===== src/rtl/uart_rx_buf_pkg.sv =====
// uart_rx_buf_pkg: UART frame constants, receiver states and bit timing shared by the rx and tx paths
package uart_rx_buf_pkg;
  typedef enum logic [2:0] {IDLE, START, DATA, STOP, BREAK} rx_state_e;
  localparam int data_bits = 8;
  localparam int stop_bits = 1;
  localparam logic start_level = 1'b0;
  localparam logic idle_level = 1'b1;
  typedef struct packed {
    int half;
    int bit_end;
  } bit_timing_t;
  function automatic bit_timing_t bit_timing(int cpb);
    return '{half: cpb / 2, bit_end: cpb - 1};
  endfunction
endpackage


===== src/rtl/uart_rx_buf_sync_fifo.sv =====
// sync_fifo: show-ahead circular byte FIFO; a push while full is accepted only alongside a pop
module sync_fifo
  import uart_rx_buf_pkg::*;
#(
  parameter int fifo_log2 = 4
) (
  input  logic                 clk,
  input  logic                 resetn,
  input  logic                 push_i,
  input  logic                 pop_i,
  input  logic [data_bits-1:0] data_i,
  output logic [data_bits-1:0] data_o,
  output logic [fifo_log2:0]   count_o,
  output logic                 drop_o
);
  logic [data_bits-1:0] mem_q [2**fifo_log2];
  logic [fifo_log2-1:0] wr_q, rd_q;
  logic [fifo_log2:0] cnt_q;
  logic full, empty, do_push, do_pop;
  assign full = cnt_q[fifo_log2];
  assign empty = cnt_q == '0;
  assign do_pop = pop_i & ~empty;
  assign do_push = push_i & (~full | do_pop);
  assign drop_o = push_i & full & ~do_pop;
  assign data_o = mem_q[rd_q];
  assign count_o = cnt_q;
  always_ff @(posedge clk) begin
    if (do_push) mem_q[wr_q] <= data_i;
  end
  always_ff @(posedge clk) begin
    if (!resetn) begin
      wr_q <= '0;
      rd_q <= '0;
      cnt_q <= '0;
    end else begin
      if (do_push) wr_q <= wr_q + 1'b1;
      if (do_pop) rd_q <= rd_q + 1'b1;
      cnt_q <= cnt_q + (fifo_log2 + 1)'(do_push) - (fifo_log2 + 1)'(do_pop);
    end
  end
endmodule


===== src/rtl/uart_rx_buf.sv =====
// uart_rx_buf: 8N1 UART receiver with start/stop validation, sticky errors and a show-ahead receive FIFO
module uart_rx_buf
  import uart_rx_buf_pkg::*;
#(
  parameter int clocks_per_bit = 4,
  parameter int fifo_log2 = 4
) (
  input  logic                 clk,
  input  logic                 resetn,
  input  logic                 in_rx,
  input  logic                 in_rd,
  input  logic                 in_clear_err,
  output logic [7:0]           out_data,
  output logic                 out_valid,
  output logic [fifo_log2:0]   out_count,
  output logic                 out_frame_err,
  output logic                 out_overflow,
  output logic                 out_rx_busy
);
  localparam int cw = $clog2(clocks_per_bit);
  localparam bit_timing_t tm = bit_timing(clocks_per_bit);
  localparam logic [cw-1:0] half_m1 = cw'(tm.half - 1);
  localparam logic [cw-1:0] bit_m1 = cw'(tm.bit_end);
  rx_state_e state_q, state_d;
  logic s1_q, s2_q, rx_s, tick, push, frame_evt, drop;
  logic [cw-1:0] cnt_q, cnt_d;
  logic [3:0] idx_q, idx_d;
  logic [7:0] sh_q, sh_d;
  logic ferr_q, ferr_d, ovf_q, ovf_d;
  assign rx_s = s2_q;
  assign tick = cnt_q == '0;
  always_comb begin
    state_d = state_q;
    cnt_d = tick ? bit_m1 : cnt_q - 1'b1;
    idx_d = idx_q;
    sh_d = sh_q;
    push = 1'b0;
    frame_evt = 1'b0;
    case (state_q)
      IDLE: begin
        cnt_d = half_m1;
        idx_d = '0;
        if (rx_s == start_level) state_d = START;
      end
      START: if (tick) state_d = (rx_s == start_level) ? DATA : IDLE;
      DATA: if (tick) begin
        sh_d = {rx_s, sh_q[7:1]};
        idx_d = idx_q + 1'b1;
        if (idx_q == 4'(data_bits - 1)) state_d = STOP;
      end
      STOP: if (tick) begin
        push = rx_s == idle_level;
        frame_evt = rx_s != idle_level;
        state_d = (rx_s == idle_level) ? IDLE : BREAK;
      end
      BREAK: if (rx_s == idle_level) state_d = IDLE;
      default: state_d = IDLE;
    endcase
  end
  // a new error in the same cycle as a clear keeps the flag set
  assign ferr_d = frame_evt | (ferr_q & ~in_clear_err);
  assign ovf_d = drop | (ovf_q & ~in_clear_err);
  always_ff @(posedge clk) begin
    if (!resetn) begin
      s1_q <= 1'b1;
      s2_q <= 1'b1;
      state_q <= IDLE;
      cnt_q <= '0;
      idx_q <= '0;
      sh_q <= '0;
      ferr_q <= 1'b0;
      ovf_q <= 1'b0;
    end else begin
      s1_q <= in_rx;
      s2_q <= s1_q;
      state_q <= state_d;
      cnt_q <= cnt_d;
      idx_q <= idx_d;
      sh_q <= sh_d;
      ferr_q <= ferr_d;
      ovf_q <= ovf_d;
    end
  end
  sync_fifo #(.fifo_log2(fifo_log2)) u_fifo (
    .clk(clk),
    .resetn(resetn),
    .push_i(push),
    .pop_i(in_rd),
    .data_i(sh_q),
    .data_o(out_data),
    .count_o(out_count),
    .drop_o(drop)
  );
  assign out_valid = out_count != '0;
  assign out_frame_err = ferr_q;
  assign out_overflow = ovf_q;
  assign out_rx_busy = state_q != IDLE;
endmodule


===== config.mk =====
export PLATFORM = sky130hd
export DESIGN_NAME = uart_rx_buf
export DESIGN_NICKNAME = d
export VERILOG_FILES = /design/src/rtl/uart_rx_buf_pkg.sv /design/src/rtl/uart_rx_buf_sync_fifo.sv /design/src/rtl/uart_rx_buf.sv
export SDC_FILE = /design/constraint.sdc
export NUM_CORES = 1
export LEC_CHECK = 0
export CAP_MARGIN = 20
export CORE_ASPECT_RATIO = 0.6
export CORE_MARGIN = 2
export CORE_UTILIZATION = 65
export CTS_CLUSTER_SIZE = 20
export DETAILED_ROUTE_END_ITERATION = 8
export PLACE_DENSITY = 0.89
export SLEW_MARGIN = 30
export SYNTH_ARGS = -nofsm -noshare
export SYNTH_HDL_FRONTEND = slang
export SYNTH_HIERARCHICAL = 1
export SYNTH_SLANG_ARGS = --single-unit

===== constraint.sdc =====
create_clock -name clk -period 6.3 [get_ports clk]
set_input_delay 1.26 -clock clk [delete_from_list [all_inputs] [get_ports clk]]
set_output_delay 1.26 -clock clk [all_outputs]
set_load 0.005 [all_outputs]

==> results.json <==
{
  "min_period_over_period_pct": 62.7,
  "setup_viol": 0,
  "worstSetupStartpointType": "flip-flop",
  "cts_sinks": 166,
  "routed_wl_mm": 14.2,
  "clock_latency_ns": 0.43,
  "ys_types": 40,
  "clk_pin_slew_ns": 0.06,
  "seq_area_frac_synth_pct": 69.1,
  "critPathSlowestCell": "dfxtp_4",
  "post_cts_buffers": 0,
  "overflow": 0,
  "core_um2": 9910,
  "ctsResizeCount": 0,
  "fillers": 533,
  "avgViaCountPerCell": 6.50,
  "dr_wl_met3_mm": 1.49,
  "powerDensity_nw_per_um2": 359,
  "dieArea_um2": 11100,
  "fmax_mhz": 253,
  "cp.arrival_ns": 2.69,
  "min_period_ns": 3.95,
  "finalSetupTns_ns": 0,
  "top_layer": "met5",
  "criticalPathCategory": "reg2out",
  "hold_class": "reg2reg",
  "n_antenna_cell": 0,
  "place_congestion": 0.876,
  "ant_nets": 0,
  "crit_fanout": 32,
  "hpwl_mm": 8.69,
  "drt_iter0_drc": 479,
  "grt_pass1_vias": 3587,
  "wl_met2_mm": 6.66,
  "rsz0062_at_grt": "false",
  "drv_cap": 0,
  "status": "finished, final reports clean",
  "leakagePower_nw": 2.56,
  "num_vias": 3794,
  "port_buffers": 21,
  "die_w_um": 135,
  "drc": 0,
  "cts.path.max_buffers": 2,
  "grt_max_degree": 33,
  "antenna_found_initial": 1,
  "final_hold_viol_count": 0,
  "crit_chain": "mux4_1 > a22oi_1 > nand2_1 > clkdlybuf4s50_1",
  "grt_first_pass_wirelength_mm": 21.0,
  "wl_per_cell_um": 24.4,
  "ys_warn_count": 6,
  "cp.required_ns": 5.04,
  "synth_nets": 429,
  "synth_cells": 411,
  "finalNetCount": 455,
  "grt_util_all_layers_pct": 27.4,
  "max_slew_margin_pct": 35.8,
  "synth_edf_count": 128,
  "drt_first_pass_iters": 5,
  "cts_hold_buf": 0,
  "h-tree-depth": 4,
  "cp-end-kind": "output pin",
  "syn_to_final_growth_pct": 13.0,
  "wl_met1_mm": 5.80,
  "io_pins": 22,
  "cts_tree": "done",
  "synth_area_um2": 6660,
  "synth-seq-cells": 166,
  "async_flop_share_pct": 0,
  "clock_skew_ns": 0.0149,
  "synthTopCellsByCount": "edfxtp_1 (128), dfxtp_1 (38), nand2_1 (36), nor2_1 (21)",
  "post_route_cells_drive_above_1_share_pct": 11.8,
  "post-synth-top-count-cell": "edfxtp_1",
  "whs_ns": 0.413,
  "synth_top_area_cell": "edfxtp_1",
  "initial_core_util_pct": 67.2,
  "synthTopCellsByArea": "edfxtp_1 (58%), dfxtp_1 (11%), mux4_2 (6.1%)",
  "cp.buffers_inverters": 1,
  "rows": 28,
  "worstMarginPinSlew_ns": 0.960,
  "finalMaxSlewViolations": 0,
  "crit_family": "flip-flops",
  "crit_path_max_incr_delay_ns": 0.74,
  "root_buffer": "clkbuf_16",
  "cts_buffers": 17,
  "syn_avg_cell_area_um2": 16.2,
  "synthFlopType": "edfxtp_1",
  "synth.top_cell.area_share_pct": 57.7,
  "die_y_um": 82.4,
  "irDropWorstVdd_mv": 0.222
}
[flip-flops by register name, indices dropped and copies added (netlist names), named ones only]
register,cells
cnt_q,2
idx_q,4
out_frame_err,1
out_overflow,1
rx_s,1
s1_q,1
sh_q,8
state_q,3
u_fifo/count_o,5
u_fifo/mem_q,128
u_fifo/rd_q,4
u_fifo/wr_q,4
[kinds of logic (layout without fill, tap and decap cells)]
kind of cell               after synthesis  in the layout  synth area share [%]
muxes                                   33             33                  11.8
adders and majority gates               13             13                  2.55
DFF                                    166            166                  69.1
xor gates and xnor gates                 8              8                  1.05
and+or+nand+nor                        112            112                  8.55
buffers and inverters                   34             72                  2.69
AOI/OAI and AO/OA                       45             45                  4.26
[through the flow]
step	power [mW]	setup slack, ns	util, %	area [um2]	cells
2_1_floorplan	1.57	3.22	-	6660	411
3_3_place_gp	1.69	2.52	70.1	6950	553
3_5_place_dp	1.71	2.37	70.2	6960	553
4_1_cts	2.71	2.32	75.9	7530	584
5_1_grt	2.80	2.26	75.9	7530	584
6_report	2.70	2.35	75.9	7530	584
[metal layers]
layer  track usage, %  up-vias
li1                 -     1619
met4             9.26        2
met2             42.7      209
met5                0        -
met1             36.5     1930
met3             10.2       34
[path summary, 6_finish.rpt]
kind | slack [ns] | endpoint | startpoint | cells past startpoint
worst max-delay path | 2.35 | out_data[2] | flip-flop | 4
worst max register to register | 3.12 | u_fifo/count_o[4] | cnt_q[0] | 14
worst min register to register | 0.41 | rx_s | s1_q | 1
worst min-delay path | 0.41 | rx_s | s1_q | 1
[area by class of cell]
class	count	area [um2]	area share (%)
well taps	135	169	2.24
inverters	16	60.1	0.798
flip-flops and latches	166	4610	61.2
repair buffers	25	240	3.19
clock buffers	19	433	5.75
multi-input cells	211	1890	25.1
clock inverters	12	130	1.73
[placed cells by master (no fill, tap or decap), drive strengths merged, types with 2 or more instances in the layout]
cell,netlist,layout
clkdlybuf4s50,0,21
nor2b,4,4
nor2,21,21
clkinv,0,5
nand3,7,7
nand2,36,36
inv,16,18
or3,3,3
ha,12,12
and4b,2,2
a21boi,2,2
xnor2,7,7
bufinv,0,2
edfxtp,128,128
nor3,7,7
mux4,32,32
nand2b,9,9
and3,3,3
a22oi,17,17
o31ai,2,2
clkinvlp,0,3
dfxtp,38,38
clkbuf,5,19
o21ai,3,3
and2,14,14
a21oi,18,18
buf,10,4
[where the power goes]
part	switching [mW]	internal, mW	leakage (nW)
logic	0.189	0.260	0.800
clock network	0.412	0.581	0.265
registers	0.0728	1.19	1.50
total	0.675	2.03	2.56
Note: power is estimated with default switching activity, not from simulation.
